--- src/rtl/keycode_ctrl_if.sv ---
// Purpose : bundles the keyboard/vsync inputs and the per-frame control
//           outputs of keycode_ctrl into one port.
// Ports   : keycode0/vsync driven by the master (keyboard + video side);
//           frame_tick, move_*, jump_pulse, paused, rollover_err driven by
//           the slave (keycode_ctrl).
interface keycode_ctrl_if;
  logic [31:0] keycode0;
  logic        vsync;
  logic        frame_tick;
  logic        move_left;
  logic        move_right;
  logic        move_up;
  logic        move_down;
  logic        jump_pulse;
  logic        paused;
  logic        rollover_err;

  modport master (
    output keycode0, vsync,
    input  frame_tick, move_left, move_right, move_up, move_down,
           jump_pulse, paused, rollover_err
  );

  modport slave (
    input  keycode0, vsync,
    output frame_tick, move_left, move_right, move_up, move_down,
           jump_pulse, paused, rollover_err
  );
endinterface

--- src/rtl/keycode_ctrl.sv ---
// Purpose : turns USB HID keycodes into frame-sampled game controls
//           (direction levels, jump command with cooldown, pause toggle).
// Latency : outputs update on the frame_tick edge, 3 Clk edges after the raw
//           vsync transition into its active level.
// Backpr. : none; this is a free-running sampler with no flow control.
// Ports   : Clk, reset_rtl_0 (async, active-low); bus.keycode0/bus.vsync in,
//           bus.frame_tick/move_*/jump_pulse/paused/rollover_err out.
module keycode_ctrl #(
  parameter int VS_ACTIVE_LOW = 1,
  parameter int JUMP_COOLDOWN = 8
) (
  input  logic                 Clk,
  input  logic                 reset_rtl_0,
  keycode_ctrl_if.slave        bus
);

  localparam logic       VS_IDLE = (VS_ACTIVE_LOW != 0);
  localparam logic [7:0] CD_LOAD = JUMP_COOLDOWN[7:0];

  typedef enum logic {READY, COOLDOWN} jstate_t;

  // vsync synchroniser (meta, sync) plus one extra stage for edge detection
  logic       vs_meta_q, vs_sync_q, vs_prev_q;
  logic       frame_tick_q, jump_pulse_q, paused_q, rollover_err_q;
  logic       move_left_q, move_right_q, move_up_q, move_down_q;
  logic       pause_prev_q, jump_prev_q;
  logic [7:0] cnt_q;
  jstate_t    jstate_q;

  logic       tick_fire;
  logic       k_left, k_right, k_up, k_down, k_jump, k_pause, k_roll;
  logic [7:0] kbyte;
  logic       paused_d;

  assign tick_fire = (vs_sync_q != VS_IDLE) && (vs_prev_q == VS_IDLE);

  // Raw key flags: any of the four slots may hold a key, duplicates OR together
  always_comb begin
    k_left  = 1'b0;
    k_right = 1'b0;
    k_up    = 1'b0;
    k_down  = 1'b0;
    k_jump  = 1'b0;
    k_pause = 1'b0;
    k_roll  = 1'b0;
    kbyte   = 8'h00;
    for (int i = 0; i < 4; i++) begin
      kbyte = bus.keycode0[8*i +: 8];
      if (kbyte == 8'h04 || kbyte == 8'h50) k_left  = 1'b1;
      if (kbyte == 8'h07 || kbyte == 8'h4F) k_right = 1'b1;
      if (kbyte == 8'h1A || kbyte == 8'h52) k_up    = 1'b1;
      if (kbyte == 8'h16 || kbyte == 8'h51) k_down  = 1'b1;
      if (kbyte == 8'h2C)                   k_jump  = 1'b1;
      if (kbyte == 8'h13)                   k_pause = 1'b1;
      if (kbyte == 8'h01)                   k_roll  = 1'b1;
    end
  end

  // Pause toggles on a press edge; the new value already masks this frame
  assign paused_d = paused_q ^ (k_pause & ~pause_prev_q);

  always_ff @(posedge Clk or negedge reset_rtl_0) begin
    if (!reset_rtl_0) begin
      vs_meta_q      <= VS_IDLE;
      vs_sync_q      <= VS_IDLE;
      vs_prev_q      <= VS_IDLE;
      frame_tick_q   <= 1'b0;
      jump_pulse_q   <= 1'b0;
      paused_q       <= 1'b0;
      rollover_err_q <= 1'b0;
      move_left_q    <= 1'b0;
      move_right_q   <= 1'b0;
      move_up_q      <= 1'b0;
      move_down_q    <= 1'b0;
      pause_prev_q   <= 1'b0;
      jump_prev_q    <= 1'b0;
      cnt_q          <= 8'd0;
      jstate_q       <= READY;
    end else begin
      vs_meta_q    <= bus.vsync;
      vs_sync_q    <= vs_meta_q;
      vs_prev_q    <= vs_sync_q;
      frame_tick_q <= tick_fire;
      jump_pulse_q <= 1'b0;
      if (tick_fire) begin
        if (k_roll) begin
          // Rollover frame: report it, everything else keeps last frame's view
          rollover_err_q <= 1'b1;
        end else begin
          rollover_err_q <= 1'b0;
          pause_prev_q   <= k_pause;
          jump_prev_q    <= k_jump;
          paused_q       <= paused_d;
          move_left_q    <= k_left  & ~k_right & ~paused_d;
          move_right_q   <= k_right & ~k_left  & ~paused_d;
          move_up_q      <= k_up    & ~k_down  & ~paused_d;
          move_down_q    <= k_down  & ~k_up    & ~paused_d;
          if (!paused_d) begin
            case (jstate_q)
              READY: begin
                if (k_jump && !jump_prev_q) begin
                  jump_pulse_q <= 1'b1;
                  cnt_q        <= CD_LOAD;
                  jstate_q     <= COOLDOWN;
                end
              end
              COOLDOWN: begin
                // Jump edges here are dropped, not queued
                cnt_q <= cnt_q - 8'd1;
                if (cnt_q <= 8'd1) jstate_q <= READY;
              end
              default: jstate_q <= READY;
            endcase
          end
        end
      end
    end
  end

  assign bus.frame_tick   = frame_tick_q;
  assign bus.jump_pulse   = jump_pulse_q;
  assign bus.paused       = paused_q;
  assign bus.rollover_err = rollover_err_q;
  assign bus.move_left    = move_left_q;
  assign bus.move_right   = move_right_q;
  assign bus.move_up      = move_up_q;
  assign bus.move_down    = move_down_q;

endmodule

--- src/flat_wrapper.sv ---
// flat-port wrapper written by rule: the top's interface ports become plain ports
module keycode_ctrl_flat 
#(
  parameter int VS_ACTIVE_LOW = 1,
  parameter int JUMP_COOLDOWN = 8
)
  (Clk, reset_rtl_0, bus_keycode0, bus_vsync, bus_frame_tick, bus_move_left, bus_move_right, bus_move_up, bus_move_down, bus_jump_pulse, bus_paused, bus_rollover_err);
  keycode_ctrl_if bus_i ();
  input  logic Clk;
  input  logic reset_rtl_0;
  input wire logic [$bits(bus_i.keycode0)-1:0] bus_keycode0;
  input wire logic [$bits(bus_i.vsync)-1:0] bus_vsync;
  output wire logic [$bits(bus_i.frame_tick)-1:0] bus_frame_tick;
  output wire logic [$bits(bus_i.move_left)-1:0] bus_move_left;
  output wire logic [$bits(bus_i.move_right)-1:0] bus_move_right;
  output wire logic [$bits(bus_i.move_up)-1:0] bus_move_up;
  output wire logic [$bits(bus_i.move_down)-1:0] bus_move_down;
  output wire logic [$bits(bus_i.jump_pulse)-1:0] bus_jump_pulse;
  output wire logic [$bits(bus_i.paused)-1:0] bus_paused;
  output wire logic [$bits(bus_i.rollover_err)-1:0] bus_rollover_err;
  assign bus_i.keycode0 = bus_keycode0;
  assign bus_i.vsync = bus_vsync;
  assign bus_frame_tick = bus_i.frame_tick;
  assign bus_move_left = bus_i.move_left;
  assign bus_move_right = bus_i.move_right;
  assign bus_move_up = bus_i.move_up;
  assign bus_move_down = bus_i.move_down;
  assign bus_jump_pulse = bus_i.jump_pulse;
  assign bus_paused = bus_i.paused;
  assign bus_rollover_err = bus_i.rollover_err;
  keycode_ctrl #(.VS_ACTIVE_LOW(VS_ACTIVE_LOW), .JUMP_COOLDOWN(JUMP_COOLDOWN)) u_core (.Clk(Clk), .reset_rtl_0(reset_rtl_0), .bus(bus_i));
endmodule
--- config.mk ---
export PLATFORM = sky130hd
export DESIGN_NAME = keycode_ctrl_flat
export DESIGN_NICKNAME = d
export VERILOG_FILES = /design/src/rtl/keycode_ctrl_if.sv /design/src/rtl/keycode_ctrl.sv /design/src/flat_wrapper.sv
export SDC_FILE = /design/constraint.sdc
export NUM_CORES = 1
export LEC_CHECK = 0
export ABC_AREA = 0
export CAP_MARGIN = 5
export CORE_MARGIN = 5
export CORE_UTILIZATION = 40
export DETAILED_ROUTE_END_ITERATION = 10
export HOLD_SLACK_MARGIN = 0.15
export MAX_ROUTING_LAYER = met4
export PLACE_DENSITY = 0.73
export SYNTH_ARGS = -nofsm -noshare
export SYNTH_HDL_FRONTEND = slang
export SYNTH_SLANG_ARGS = --single-unit
--- constraint.sdc ---
create_clock -name Clk -period 2 [get_ports Clk]
set_clock_uncertainty 0.05 [all_clocks]
set_input_delay 0.3 -clock Clk [delete_from_list [all_inputs] [get_ports Clk]]
set_output_delay 0.3 -clock Clk [all_outputs]
set_load 0.02 [all_outputs]
==> summary by stage <==
GRT
For this run the aggregate overflow at the end of global routing stands at 0. The pin count of the biggest net entering global routing is 23. The first-pass GRT wire length is between 8 and 9 mm. The initial antenna violation count came to 0.

The via count of the first global-routing pass is 1902. Across every metal layer, demand over resource in global routing totals 19.6%.

Timing
Setup violations remaining at the end of the flow were counted as 0. The final critical path takes up 97.8% of the cycle. Headroom to the max-slew limit came out at 69.4%. The number of failing hold endpoints at the final stage is 0.

The count of pins over their slew limit is 0. The maximum clock frequency is 511 MHz. The time the worst path needs with I/O delays and setup is approximately 2.0 ns. The pin slew with the least headroom to its limit is approximately 0.46 ns.

Routing
The number of design-rule violations left by the first detailed-router iteration is 114. The residual DRC count is 0. The first-pass iteration count of the detailed router is 4. The average vias per placed instance is 5.62. The via count is approximately 1900. The routed length per placed instance is approximately 15 um. The number of nets with antenna violations after routing is 0.

Summed over all layers, the routed wires come to 5.03 mm.

Worst hold path
The worst hold path passes through 0 cells. The startpoint identified for the worst hold timing path is u_core.vs_meta_q$_DFF_PN1_. The path class of the lowest-slack min-delay path is flip-flop to flip-flop.

The path with the worst hold slack has its endpoint at u_core.vs_sync_q$_DFF_PN1_.

Critical path
Traced cell by cell, the critical path runs through buf_2, buf_4, or4b_2, or4_4, o21a_1, nand3_2, a32o_1. The startpoint class of the critical path is an input pin. The cell family contributing the most delay on the critical path is simple AND/OR/NAND/NOR gates. The largest fanout of any net on the critical path is 3. STA puts the critical path data arrival time at 2.11 ns.

Counting both buffers and inverters, the worst setup path holds a total of 2. In this design, the stage delay of the slowest critical-path cell is 0.66 ns. The startpoint identified for the worst register-to-register timing path is u_core.vs_prev_q$_DFF_PN1_. The capturing point of the worst reg2reg path is u_core.cnt_q[5]$_DFFE_PN0P_. The required time of the critical path is roughly 2.2 ns.

The setup slack of the worst register-to-register path is 0.10 ns. The kind of end point of the critical path is a flip-flop. The category of the critical setup timing path is input pin to flip-flop. The depth of the worst register-to-register path is 6.

For this design, the slowest cell found on the critical path is or4b_2.

Yosys
nand2_1 is the most common cell in the netlist. Counting every net in the synthesized netlist gives 225. The synthesized design contains 22 register bits. In the post-synthesis netlist, the biggest area contributors are dfrtp_1 28%, dfstp_2 4.6%, nand2_1 4.4%, nor4_1 4.0%, nor2_1 3.1%. After synthesis, the most frequently instantiated cells are 20 x nand2_1, 19 x dfrtp_1, 14 x nor2_1. The count of warnings emitted by yosys is 0. The fraction of registers with async set or reset after synthesis is 100%. The number of flops mapped to enable cells by yosys is 0.

The leading area contributor after synthesis is dfrtp_1. Among all flip-flop cells after synthesis, the most frequent one is dfrtp_1. Dividing the synthesized area by the synthesized cell count gives around 9.1 sq um.

The cell count after synthesis came out at 188. The number of library cell types mapped by synthesis is between 60 and 70. The post-synth design cell area is 1710 sq um.

The fraction of the yosys area taken by sequential cells is 32.5%. The share of the synthesized area in the top cell type is 27.9%.

Layout
The number of antenna diodes in the final layout is 0. The post-route netlist has between 30% and 40% of its cells at a drive strength greater than 1. Cells fill approximately 66% of the core in the end.

The multi-input combinational cells in the finished layout cover a total of between 1000 and 1500 sq um. In the final design database the tool counted 320 nets. Counting the fill cells in the layout gives 339. The design area is 2670 sq um.

The area growth from synthesis to final layout is 56.7%. The sequential cells in the finished layout cover a total of 554 sq um.

CTS
The clock passes through at most 2 buffers. The number of buffers inserted during clock tree synthesis is 3. TritonCTS built the clock tree. After clock tree synthesis, the clock-pin slew on the worst setup and hold paths is roughly 0.080 ns. The H-tree depth is 1. The tree is rooted in a clkbuf_8.

The clock latency on the worst-skew pair is 0.26 ns. The clock drives 22 sinks.

Die
The core region is 4060 sq um. Measured along the x axis, the die boundary spans ~75 um. The die is 75.3 um tall.

The I/O pin total is 43. The die covers roughly 5700 sq um. Row generation in the floorplan step produced 23 rows. The initial standard-cell utilization of the core is 42.0%.

Pwr
Of the total power, combinational logic draws 35.5%. The power density relative to cell area is 494 nW/um^2. The maximum VDD drop is 484 uV. The static leakage is 1.14 nW. The switching share of power is 31.6%.

The internal power of the cells totals 0.000902 W. The clock network burns a little under a quarter of the power. For this design the total switching power over the nets is 0.000418 W. Sequential cells burn between 40% and 50% of the power.

Place
Once placement finished, the instance area stood at 2540 sq um. After legalization and detailed placement, the total HPWL measured 3.82 mm. The global placement routability congestion is 0.929. The quantity of I/O buffers inserted on ports is 42.

Flow run
The number of max-cap violations is 0.

Status
The run finished with clean final reports.
[what timing repair did]
item,CTS,global route
setup endpoints to repair,15,14
pin swaps,17,16
setup buffers,0,4
hold buffers,0,0
resized for setup,72,23
[stage by stage]
step | hold WS, ns | TNS, ns | instances | power, W | setup slack [ns]
floorplan | -0.0456 | 0 | 188 | 0.000773 | 0.00336
CTS | 0.313 | 0 | 328 | 0.00132 | 0.00610
finish | 0.310 | 0 | 332 | 0.00132 | 0.0449
global placement | 0.297 | -7.85 | 325 | 0.00100 | -0.570
detailed placement | 0.299 | -8.32 | 325 | 0.00101 | -0.602
global route | 0.317 | -0.00801 | 332 | 0.00142 | -0.00801
[placed cells by master (no fill, tap or decap), drive strengths merged, types with 4 or more instances in the layout]
master         count
nand4              4
buf               59
nor3               9
nand2             20
clkdlybuf4s50     10
a221o              5
o21ai              5
nor2              14
nor4b              5
nor3b              7
inv                7
clkbuf            11
clkdlybuf4s15      6
dfrtp             19
and3               6
nor4              12
dlygate4sd2       12
nand3             10
[final cells by class]
class                   count  share of cell area [%]
clock buffers               4                    2.06
repair buffers             95                    28.0
multi-input cells         154                    45.9
inverters                   7                   0.983
flip-flops and latches     22                    20.7
well taps                  50                    2.34
[power by group through the flow]
stage,sequential (W),combinational [W],clock (W)
after floorplan,0.000547,0.000225,0
after global placement,0.000548,0.000453,0
after detailed placement,0.000548,0.000466,0
after CTS,0.000541,0.000461,0.000318
after global routing,0.000551,0.000522,0.000344
final,0.000542,0.000469,0.000309
[worst max path at each step]
stage | startpoint | endpoint | slack (ns) | cells past startpoint
after floorplan | bus_keycode0[10] | u_core.cnt_q[2]$_DFFE_PN0P_ | 0.003 | 8
after global placement | bus_keycode0[0] | u_core.jstate_q$_DFFE_PN0P_ | -0.57 | 8
after detailed placement | bus_keycode0[0] | u_core.jstate_q$_DFFE_PN0P_ | -0.60 | 8
after CTS | bus_keycode0[17] | u_core.cnt_q[7]$_DFFE_PN0P_ | 0.006 | 6
after global routing | bus_keycode0[1] | u_core.cnt_q[5]$_DFFE_PN0P_ | -0.008 | 8
final | bus_keycode0[16] | u_core.bus.move_up$_DFFE_PN0P_ | 0.04 | 7
[logic make-up after synthesis]
logic type               synth area share, %
AND/OR/NAND/NOR                         43.4
flip-flops                              32.5
multiplexers                           0.587
buffers and inverters                   3.52
XOR/XNOR                                3.01
AO/OA/AOI/OAI                           15.6
adder cells (fa/ha/maj)                 1.47
[state kept, by name, summed over array words and instances (netlist names)]
register / count
u_core.vs_prev_q: 1
u_core.bus.move_up: 1
u_core.vs_meta_q: 1
u_core.vs_sync_q: 1
u_core.bus.move_left: 1
u_core.bus.move_right: 1
u_core.bus.rollover_err: 1
u_core.jump_prev_q: 1
u_core.bus.move_down: 1
u_core.pause_prev_q: 1
u_core.bus.frame_tick: 1
u_core.jstate_q: 1
u_core.bus.paused: 1
u_core.cnt_q: 8
u_core.bus.jump_pulse: 1
[metal layers]
| layer | global-route usage, % | vias up | share of wire [%] |
|---|---|---|---|
| met4 | 3.88 | 0 | 1.5 |
| met5 | - | - | 0 |
| met3 | 3.03 | 8 | 5.6 |
| met2 | 34.6 | 57 | 50 |
| met1 | 23.6 | 884 | 43 |
| li1 | - | 918 | - |
[worst register-to-register path, stage by stage, from the launching register on]
cell,delay (ns)
dfstp_2,0.51
nor2b_2,0.15
a21boi_2,0.21
and4_4,0.25
buf_6,0.13
o211ai_4,0.12
a221o_1,0.37
Note: power is estimated with default switching activity, not from simulation.
